===== src/rtl/nes_controller_responder_if.sv =====
// Serial bus between an NES console (or host reader) and a controller.
// The console drives latch and pulse, and the pad answers on data.
interface nes_controller_responder_if;
  logic nes_latch;
  logic nes_pulse;
  logic nes_data;

  modport master (
    output nes_latch,
    output nes_pulse,
    input  nes_data
  );

  modport slave (
    input  nes_latch,
    input  nes_pulse,
    output nes_data
  );
endinterface


===== src/rtl/nes_controller_responder.sv =====
// NES controller emulation. It debounces the raw buttons and answers console
// latch/pulse reads with an active-low serial button frame (A first).
module nes_controller_responder #(
  parameter logic [15:0] DEBOUNCE_CYCLES = 16'd50000
) (
  input  logic                             clk,
  input  logic                             reset_n,
  input  logic [7:0]                       buttons,
  nes_controller_responder_if.slave        nes,
  output logic                             frame_done,
  output logic [7:0]                       poll_count
);

  localparam logic [15:0] STABLE_MAX = DEBOUNCE_CYCLES - 16'd1;

  typedef enum logic [1:0] {
    IDLE,
    LOAD,
    SHIFT,
    DONE
  } state_t;

  state_t state;
  state_t state_next;

  logic [7:0]  btn_meta;
  logic [7:0]  btn_sync;
  logic [7:0]  btn_prev;
  logic        latch_meta;
  logic        latch_sync;
  logic        latch_prev;
  logic        pulse_meta;
  logic        pulse_sync;
  logic        pulse_prev;
  logic [2:0]  warm;

  logic        latch_rise;
  logic        latch_fall;
  logic        pulse_rise;

  logic [15:0] stable_cnt;
  logic [15:0] stable_next;
  logic [7:0]  debounced;

  logic [7:0]  shift_reg;
  logic [2:0]  bit_idx;
  logic        nes_data_q;

  logic        load_shift;
  logic        do_shift;
  logic        start_frame;
  logic        finish_frame;
  logic        nes_data_next;
  logic        frame_done_next;

  // warm fills with ones after reset. The strobes stay masked until the
  // delayed copies hold real pin values, so a latch held high through
  // reset release does not look like a rising edge.
  always_ff @(posedge clk or negedge reset_n) begin
    if (!reset_n) begin
      btn_meta   <= 8'h00;
      btn_sync   <= 8'h00;
      btn_prev   <= 8'h00;
      latch_meta <= 1'b0;
      latch_sync <= 1'b0;
      latch_prev <= 1'b0;
      pulse_meta <= 1'b0;
      pulse_sync <= 1'b0;
      pulse_prev <= 1'b0;
      warm       <= 3'b000;
    end else begin
      btn_meta   <= buttons;
      btn_sync   <= btn_meta;
      btn_prev   <= btn_sync;
      latch_meta <= nes.nes_latch;
      latch_sync <= latch_meta;
      latch_prev <= latch_sync;
      pulse_meta <= nes.nes_pulse;
      pulse_sync <= pulse_meta;
      pulse_prev <= pulse_sync;
      warm       <= {warm[1:0], 1'b1};
    end
  end

  assign latch_rise = warm[2] &  latch_sync & ~latch_prev;
  assign latch_fall = warm[2] & ~latch_sync &  latch_prev;
  assign pulse_rise = warm[2] &  pulse_sync & ~pulse_prev;

  // Load on the cycle the counter reaches its saturation value. A change
  // therefore always needs a full DEBOUNCE_CYCLES of stability.
  always_comb begin
    stable_next = stable_cnt;
    if (btn_sync != btn_prev) begin
      stable_next = 16'd0;
    end else if (stable_cnt != STABLE_MAX) begin
      stable_next = stable_cnt + 16'd1;
    end
  end

  always_ff @(posedge clk or negedge reset_n) begin
    if (!reset_n) begin
      stable_cnt <= 16'd0;
      debounced  <= 8'h00;
    end else begin
      stable_cnt <= stable_next;
      if (stable_next == STABLE_MAX) begin
        debounced <= btn_sync;
      end
    end
  end

  always_ff @(posedge clk or negedge reset_n) begin
    if (!reset_n) begin
      state <= IDLE;
    end else begin
      state <= state_next;
    end
  end

  // A latch rise pre-empts everything, including a coincident pulse rise.
  always_comb begin
    state_next = state;
    if (latch_rise) begin
      state_next = LOAD;
    end else begin
      case (state)
        IDLE:    state_next = IDLE;
        LOAD:    if (latch_fall) state_next = SHIFT;
        SHIFT:   if (pulse_rise && (bit_idx == 3'd7)) state_next = DONE;
        DONE:    state_next = DONE;
        default: state_next = IDLE;
      endcase
    end
  end

  // Next-cycle values for the datapath. nes_data always mirrors the bit
  // that the shift register will present after this edge.
  always_comb begin
    load_shift      = 1'b0;
    do_shift        = 1'b0;
    start_frame     = 1'b0;
    finish_frame    = 1'b0;
    nes_data_next   = 1'b1;
    frame_done_next = 1'b0;
    if (latch_rise) begin
      load_shift    = 1'b1;
      nes_data_next = ~debounced[0];
    end else begin
      case (state)
        LOAD: begin
          if (latch_fall) begin
            start_frame   = 1'b1;
            nes_data_next = shift_reg[0];
          end else begin
            load_shift    = 1'b1;
            nes_data_next = ~debounced[0];
          end
        end
        SHIFT: begin
          if (pulse_rise) begin
            do_shift      = 1'b1;
            finish_frame  = (bit_idx == 3'd7);
            nes_data_next = finish_frame ? 1'b1 : shift_reg[1];
          end else begin
            nes_data_next = shift_reg[0];
          end
        end
        default: nes_data_next = 1'b1;
      endcase
    end
    frame_done_next = finish_frame;
  end

  always_ff @(posedge clk or negedge reset_n) begin
    if (!reset_n) begin
      shift_reg  <= 8'hFF;
      bit_idx    <= 3'd0;
      nes_data_q <= 1'b1;
      frame_done <= 1'b0;
      poll_count <= 8'h00;
    end else begin
      if (load_shift) begin
        shift_reg <= ~debounced;
      end else if (do_shift) begin
        shift_reg <= {1'b1, shift_reg[7:1]};
      end
      if (start_frame) begin
        bit_idx    <= 3'd0;
        poll_count <= poll_count + 8'd1;
      end else if (do_shift) begin
        bit_idx <= bit_idx + 3'd1;
      end
      nes_data_q <= nes_data_next;
      frame_done <= frame_done_next;
    end
  end

  assign nes.nes_data = nes_data_q;

endmodule


===== src/flat_wrapper.sv =====
// flat-port wrapper written by rule: the top's interface ports become plain ports
module nes_controller_responder_flat 
#(
  parameter logic [15:0] DEBOUNCE_CYCLES = 16'd50000
)
  (clk, reset_n, buttons, frame_done, poll_count, nes_nes_latch, nes_nes_pulse, nes_nes_data);
  nes_controller_responder_if nes_i ();
  input  logic clk;
  input  logic reset_n;
  input  logic [7:0] buttons;
  output logic frame_done;
  output logic [7:0] poll_count;
  input wire logic [$bits(nes_i.nes_latch)-1:0] nes_nes_latch;
  input wire logic [$bits(nes_i.nes_pulse)-1:0] nes_nes_pulse;
  output wire logic [$bits(nes_i.nes_data)-1:0] nes_nes_data;
  assign nes_i.nes_latch = nes_nes_latch;
  assign nes_i.nes_pulse = nes_nes_pulse;
  assign nes_nes_data = nes_i.nes_data;
  nes_controller_responder #(.DEBOUNCE_CYCLES(DEBOUNCE_CYCLES)) u_core (.clk(clk), .reset_n(reset_n), .buttons(buttons), .nes(nes_i), .frame_done(frame_done), .poll_count(poll_count));
endmodule

===== config.mk =====
export PLATFORM = sky130hd
export DESIGN_NAME = nes_controller_responder_flat
export DESIGN_NICKNAME = d
export VERILOG_FILES = /design/src/rtl/nes_controller_responder_if.sv /design/src/rtl/nes_controller_responder.sv /design/src/flat_wrapper.sv
export SDC_FILE = /design/constraint.sdc
export NUM_CORES = 1
export LEC_CHECK = 0
export ABC_CLOCK_PERIOD_IN_PS = 3900
export BUFFER_PORTS_ARGS = -buffer_cell sky130_fd_sc_hd__buf_2
export CORE_ASPECT_RATIO = 1.4
export CORE_MARGIN = 10
export CORE_UTILIZATION = 35
export DETAILED_ROUTE_END_ITERATION = 6
export HOLD_SLACK_MARGIN = 0.05
export PLACE_DENSITY = 0.51
export SLEW_MARGIN = 5
export SYNTH_ARGS = -nofsm -noshare
export SYNTH_HDL_FRONTEND = slang
export SYNTH_SLANG_ARGS = --single-unit

===== constraint.sdc =====
create_clock -name clk -period 3.9 [get_ports clk]
set_clock_uncertainty 0.1 [all_clocks]
set_input_delay 0.39 -clock clk [delete_from_list [all_inputs] [get_ports clk]]
set_output_delay 0.39 -clock clk [all_outputs]
set_load 0.005 [all_outputs]

==> metrics.md, run 1 <==
| Metric | Value |
|---|---|
| Status | `completed` |
| PortBufs | `21` |
| Max frequency | `311.2 MHz` |
| Worst EP required | `4.02 ns` |
| Die Y-Extent | `135.7 um` |
| Max_slew headroom | `40.29%` |
| Total wire length | `5912 um` |
| Final period util | `82.38%` |
| Synth Area per Inst | `12.58 um2` |
| Hpwl dp | `4027 um` |
| Clk_lat worst skew | `0.33 ns` |
| Setup violations, final | `0` |
| Remaining DRCs | `0` |
| Chip width | `102.6 um` |
| Drt pass-1 iters | `4` |
| Pwr/cell area | `508.2 nW/um2` |
| Int Power | `0.001503 W` |
| Syn Nets | `286` |
| Slew Viols, Final | `0` |
| Via count | `2085` |
| Largest net degree at the start of global routing | `52` |
| R2R setup slack | `0.69 ns` |
| Critical Path Sink Type | `flip-flop` |
| Crit Reg-Reg Startpoint | `u_core.stable_cnt[0]` |
| Total negative slack | `0 ns` |
| P&R area growth vs syn | `19.07%` |
| Sequential power share | `46.2%` |
| Final #Nets | `326` |
| First-pass GRT wire length | `10160 um` |
| Clock net sink count | `80` |
| Number of flip-flops in the largest register | `16` |
| Peak supply drop | `0.2813 mV` |
| Vias in the first global route | `2069` |
| HP Start | `buttons[2]` |
| Combinational Power Share | `10.9%` |
| Mapped Area | `3346 um2` |
| Worst-path fanout max | `8` |
| Row cnt | `42` |
| Sw Pwr | `0.0005218 W` |
| Die area | `13930 um2` |
| RSZ-0062 raised after global routing | `no` |
| Max_cap viols | `0` |
| Crit Path Category | `flip-flop to flip-flop` |
| # IOs | `22` |
| Asr flop ratio synth | `100.0%` |
| Worst endpoint data arrival time | `3.33 ns` |
| Slew @ Worst Pin | `0.8923 ns` |
| CTS H-Tree Depth | `3` |
| Root buf cell | `clkbuf_16` |
| Grt ovf | `0` |
| Synth Register Bits | `80` |
| Sequential fraction of the synthesis area | `60.17%` |
| YS warnings | `0` |
| Tot GR Track Use | `9.310%` |
| Tmin final | `3.213 ns` |
| Cells after Synth | `266` |
| Initial DRC Count | `97` |
| Hold Crit Depth | `1` |
| Worst R2R End | `u_core.debounced[1]` |
| WL/cell | `14.04 um` |
| Clock network power share | `42.9%` |
| Post-synth EDFFs | `0` |
| CTS Buf Count | `9` |
| Initial antenna violation count | `0` |
| Core ar. | `9407 um2` |
| Final Wtd Congestion | `0.7872` |
| CTS tree | `built` |
| Worst-path clk slew | `0.07 ns` |
| Via density | `4.952` |
| Layout cells sized above 1 | `21.22%` |
| Register-to-Register Path Depth | `7` |
| Post-CTS sizing | `0` |
| Final Util | `42.35%` |
| Final ANT Viol Nets | `0` |
| Pleak | `1.845 nW` |
| Final Hold Vio Count | `0` |
| Placed cell count | `397` |
| Post-synth cell types | `47` |
| Starting Density | `35.57%` |
| Area occupied by multi-input gates | `1282 um2` |
| Diodes inserted | `0` |
| FILL cells | `862` |
| Worst Hold Endpoint | `u_core.btn_meta[2]` |
| CTS max path bufs | `2` |
| Net Sw Frac | `25.77%` |
| Reg area | `2013 um2` |
| Critical Path Source Type | `flip-flop` |
| HP Class | `primary input to flip-flop` |
| Fin cells | `421` |
| Most flops, register | `u_core.stable_cnt` |
| Post-synth top flop | `dfrtp_1` |
-- critical path, stage by stage, from the launching register on --
cell       delay (ns)
dfrtp_1          0.44
ha_1             0.30
a31o_2           0.28
a2111oi_0        0.43
a31o_2           0.17
or4b_4           0.46
nor4_4           0.53
mux2_2           0.39
-- power by group through the flow --
stage	logic (W)	clock network [W]	registers, W
final	0.000220	0.000868	0.000936
after detailed placement	0.000219	0	0.000951
after floorplan	0.000146	0	0.000943
after CTS	0.000225	0.000892	0.000937
after global routing	0.000263	0.000929	0.000947
after global placement	0.000216	0	0.000949
-- worst max-delay path by stage --
stage | cells after the start | slack [ns] | start | endpoint
2_1_floorplan | 7 | 0.93 | u_core.stable_cnt[0] | u_core.debounced[0]
3_3_place_gp | 7 | 0.77 | u_core.stable_cnt[0] | u_core.debounced[7]
3_5_place_dp | 7 | 0.68 | u_core.stable_cnt[0] | u_core.debounced[1]
4_1_cts | 7 | 0.68 | u_core.stable_cnt[0] | u_core.debounced[1]
5_1_grt | 7 | 0.51 | u_core.stable_cnt[0] | u_core.debounced[3]
6_report | 7 | 0.69 | u_core.stable_cnt[0] | u_core.debounced[1]
-- layout by cell type, fill, tap and decap left out, types with 7 or more instances in the layout --
master,Yosys,routed
buf_2,1,20
clkbuf_16,0,9
dfrtp_1,71,71
dfstp_2,9,9
dlygate4sd3_1,0,8
ha_1,8,8
inv_1,8,8
mux2_2,9,9
mux2i_1,19,19
nand2_1,15,15
nand3_1,7,7
nand4_1,9,9
nor2_1,33,33
xnor2_1,13,13
xor2_1,15,15
-- per-stage QoR --
step	total power [W]	cell area, um2	setup slack [ns]	hold slack, ns
after global routing	0.002139	3984	0.5107	0.05163
after floorplan	0.001089	3346	0.9334	-0.005591
final	0.002025	3984	0.6870	0.06891
after global placement	0.001166	3593	0.7664	0.2314
after detailed placement	0.001170	3593	0.6829	0.2347
after CTS	0.002054	3974	0.6752	0.05115
-- Yosys cell counts, types with 2 or more instances --
cell        n  share of area (%)
a2111oi_0   2               0.52
a21o_1      2               0.45
a21oi_1     4               0.60
a31o_2      2               0.52
and3_1      2               0.37
and4_1      2               0.52
dfrtp_1    71                 53
dfstp_2     9                7.1
ha_1        8                3.0
inv_1       8               0.90
mux2_2      9                3.0
mux2i_1    19                5.7
nand2_1    15                1.7
nand3_1     7                1.0
nand4_1     9                1.7
nor2_1     33                3.7
nor4_1      4               0.75
nor4b_2     2               0.90
o211a_1     2               0.60
o22ai_1     2               0.37
or2_2       2               0.37
xnor2_1    13                3.4
xor2_1     15                3.9
-- logic make-up (layout without fill, tap and decap cells) --
| logic type | after synthesis | in the layout | share of synthesized area [%] |
|---|---|---|---|
| buf+inv | 11 | 56 | 1.496 |
| other cells | 1 | 1 | 0.1121 |
| flops | 80 | 80 | 60.17 |
| fa+ha+maj | 8 | 8 | 2.992 |
| simple gates | 88 | 88 | 14.29 |
| compound gates | 22 | 22 | 4.899 |
| mux | 28 | 28 | 8.714 |
| xor+xnor | 28 | 28 | 7.330 |
-- what timing repair did --
action | 4_1_cts | 5_1_grt
hold endpoints to repair | 47 | 1
buffers inserted | 0 | 0
hold buffers | 7 | 1
-- layout make-up --
class / count / area share [%]
clock inverters: 7 / 2.136
repair buffers: 32 / 5.276
multi-input cells: 175 / 32.19
well taps: 110 / 3.455
inverters: 8 / 0.7538
flip-flops and latches: 80 / 50.53
clock buffers: 9 / 5.653
-- layer usage --
| metal | track usage [%] | share of wire [%] |
|---|---|---|
| met5 | 0 | 0 |
| met1 | 11.31 | 46 |
| met3 | 3.013 | 3.0 |
| met4 | 4.717 | 1.8 |
| met2 | 14.36 | 49 |
No activity file was read; power rests on OpenSTA's default activity.
==> run 2: changes to the inputs <==
--- a/config.mk
+++ b/config.mk
@@ -5,7 +5,7 @@
 export SDC_FILE = /design/constraint.sdc
 export NUM_CORES = 1
 export LEC_CHECK = 0
-export ABC_CLOCK_PERIOD_IN_PS = 3900
+export ABC_CLOCK_PERIOD_IN_PS = 3250
 export BUFFER_PORTS_ARGS = -buffer_cell sky130_fd_sc_hd__buf_2
 export CORE_ASPECT_RATIO = 1.4
 export CORE_MARGIN = 10
==> constraint.sdc (replaced) <==
create_clock -name clk -period 3.25 [get_ports clk]
set_clock_uncertainty 0.1 [all_clocks]
set_input_delay 0.325 -clock clk [delete_from_list [all_inputs] [get_ports clk]]
set_output_delay 0.325 -clock clk [all_outputs]
set_load 0.005 [all_outputs]
==> run 2 against run 1 <==
Compared with the run above:
- die area stayed put
- sequential power is 20% higher
- first-iteration DRC count is 9.3% higher
- clock-buffer cell count is 1 higher
- sequential share of layout area hardly changed
- register-to-register slack worse by 0.48 ns
- non-clock buffer count is 2 higher
- highest routed layer unchanged
==> metrics.md, run 2 (same netlist as run 1, synthesis figures left out) <==
| Metric | Value |
|---|---|
| Row cnt | `42 (unchanged)` |
| RSZ-0062 raised after global routing | `no (unchanged)` |
| Critical Path Sink Type | `flip-flop (unchanged)` |
| Vias in the first global route | `2162 (was 2069)` |
| WL/cell | `13.82 um (was 14.04 um)` |
| Most flops, register | `u_core.stable_cnt (unchanged)` |
| Peak supply drop | `0.3037 mV (was 0.2813 mV)` |
| Fin cells | `423 (was 421)` |
| CTS tree | `built (unchanged)` |
| Setup slack after layout | `0.2080 ns (was 0.6870 ns)` |
| Tmin final | `3.042 ns (was 3.213 ns)` |
| Final period util | `93.60% (was 82.38%)` |
| Remaining DRCs | `0 (unchanged)` |
| CTS H-Tree Depth | `3 (unchanged)` |
| Max_cap viols | `0 (unchanged)` |
| Slew Viols, Final | `0 (unchanged)` |
| Final #Nets | `328 (was 326)` |
| Number of flip-flops in the largest register | `16 (unchanged)` |
| Initial DRC Count | `106 (was 97)` |
| Layout cells sized above 1 | `21.09% (was 21.22%)` |
| CTS Buf Count | `9 (unchanged)` |
| Total wire length | `5847 um (was 5912 um)` |
| Starting Density | `35.57% (unchanged)` |
| Die Y-Extent | `135.7 um (unchanged)` |
| Drt pass-1 iters | `4 (unchanged)` |
| Largest net degree at the start of global routing | `81 (was 52)` |
| Critical Path Source Type | `flip-flop (unchanged)` |
| Final Hold Vio Count | `0 (unchanged)` |
| Commonest non-fill, non-tap cells in the layout | `71 x dfrtp_1, 33 x nor2_1, 20 x buf_2 (unchanged)` |
| Worst path max stage delay | `0.47 ns (was 0.53 ns)` |
| Clock net sink count | `80 (unchanged)` |
| Tot GR Track Use | `9.488% (was 9.310%)` |
| Slew @ Worst Pin | `0.9858 ns (was 0.8923 ns)` |
| Final Util | `42.34% (was 42.35%)` |
| Worst-path fanout max | `8 (unchanged)` |
| CP Cell Sequence | `ha_1 > a31o_2 > a2111oi_0 > a31o_2 > or4b_4 > nor4_4 > buf_4 > mux2_2 (was ha_1 > a31o_2 > a2111oi_0 > a31o_2 > or4b_4 > nor4_4 > mux2_2)` |
| Worst EP required | `3.37 ns (was 4.02 ns)` |
| First-pass GRT wire length | `10280 um (was 10160 um)` |
| P&R area growth vs syn | `19.04% (was 19.07%)` |
| Max frequency | `328.7 MHz (was 311.2 MHz)` |
| PortBufs | `21 (unchanged)` |
| HP Class | `primary input to async pin (was primary input to flip-flop)` |
| Grt ovf | `0 (unchanged)` |
| Via density | `4.934 (was 4.952)` |
| Post-CTS sizing | `0 (unchanged)` |
| Worst-path clk slew | `0.06 ns (was 0.07 ns)` |
| Crit Path Category | `flip-flop to flip-flop (unchanged)` |
| Core ar. | `9407 um2 (unchanged)` |
| Pwr/cell area | `589.7 nW/um2 (was 508.2 nW/um2)` |
| Chip width | `102.6 um (unchanged)` |
| Status | `completed (unchanged)` |
| Setup violations, final | `0 (unchanged)` |
| Pleak | `1.849 nW (was 1.845 nW)` |
| Placed cell count | `397 (unchanged)` |
| FILL cells | `887 (was 862)` |
| Final ANT Viol Nets | `0 (unchanged)` |
| CP dominant cell by count | `a31o_2 (unchanged)` |
| Total negative slack | `0 ns (unchanged)` |
| Reg area | `2013 um2 (unchanged)` |
| # IOs | `22 (unchanged)` |
| Worst endpoint data arrival time | `3.16 ns (was 3.33 ns)` |
| Commonest non-fill, non-tap cell in the layout | `dfrtp_1 (unchanged)` |
| CTS max path bufs | `2 (unchanged)` |
| Postcts setup bufs | `0 (unchanged)` |
| CP max stage cell | `or4b_4 (was nor4_4)` |
| Hpwl dp | `4072 um (was 4027 um)` |
| Clk_lat worst skew | `0.33 ns (about the same)` |
| Final Wtd Congestion | `0.7907 (was 0.7872)` |
| Crit path buffers/inverters | `1 (was 0)` |
| Max_slew headroom | `34.28% (was 40.29%)` |
| Root buf cell | `clkbuf_16 (unchanged)` |
| Via count | `2087 (was 2085)` |
| Die area | `13930 um2 (unchanged)` |
| Crit-path leading delay family | `compound AO/OA/AOI/OAI gates (was simple AND/OR/NAND/NOR gates)` |
| Pre-CTS setup slack | `0.2022 ns (was 0.6829 ns)` |
| Initial antenna violation count | `0 (unchanged)` |
| Area occupied by multi-input gates | `1282 um2 (unchanged)` |
| Diodes inserted | `0 (unchanged)` |
==> run 2: cell type report <==
| class | count | share of cell area, % |
|---|---|---|
| repair buffers | 34 | 5.781 |
| well taps | 110 | 3.456 |
| clock inverters | 6 | 1.257 |
| clock buffers | 10 | 6.001 |
| flip-flops and latches | 80 | 50.55 |
| multi-input cells | 175 | 32.20 |
| inverters | 8 | 0.7540 |
==> run 2: worst register-to-register path, delay by kind of cell (launching register included) <==
kind | cells | cell delay [ns]
AOI/OAI and AO/OA | 3 | 0.84
adders and majority gates | 1 | 0.30
buffers and inverters | 1 | 0.20
DFF | 1 | 0.43
muxes | 1 | 0.34
and+or+nand+nor | 2 | 0.73
==> run 2: per-layer routing <==
layer	GRT usage, %	routed length (um)
met1	10.81	2539
met2	15.07	2961
met3	2.911	202
met4	5.896	143
met5	0	0
==> run 2: timing repair <==
item | in CTS | in global routing
hold buffers | 10 | 0
setup endpoints to repair | 0 | 0
endpoints found under the hold margin | 10 | 0
==> run 2: per-stage QoR <==
step           cell area, um2  hold slack [ns]  total power [W]
2_1_floorplan            3346         -0.07059         0.001307
3_3_place_gp             3593           0.2311         0.001397
3_5_place_dp             3593           0.2347         0.001403
4_1_cts                  3983          0.08645         0.002394
5_1_grt                  3983           0.1316         0.002478
6_report                 3983          0.03629         0.002348
==> run 2: power by group <==
| part | internal (W) | switching, W | leakage, nW |
|---|---|---|---|
| Sequential | 0.00107 | 0.0000562 | 0.999 |
| Clock | 0.000548 | 0.000412 | 0.141 |
| Combinational | 0.000126 | 0.000138 | 0.709 |
==> run 2: path summary, 6_finish.rpt <==
kind | from | to | slack, ns | depth (start not counted)
max | u_core.stable_cnt[0] | u_core.debounced[5] | 0.21 | 8
min | reset_n | u_core.poll_count[5] | 0.04 | 1
max reg2reg | u_core.stable_cnt[0] | u_core.debounced[5] | 0.21 | 8
min reg2reg | u_core.warm[1] | u_core.warm[2] | 0.25 | 0
max in group asynchronous | reset_n | u_core.btn_prev[3] | 2.36 | 1
min in group clk | u_core.warm[1] | u_core.warm[2] | 0.25 | 0
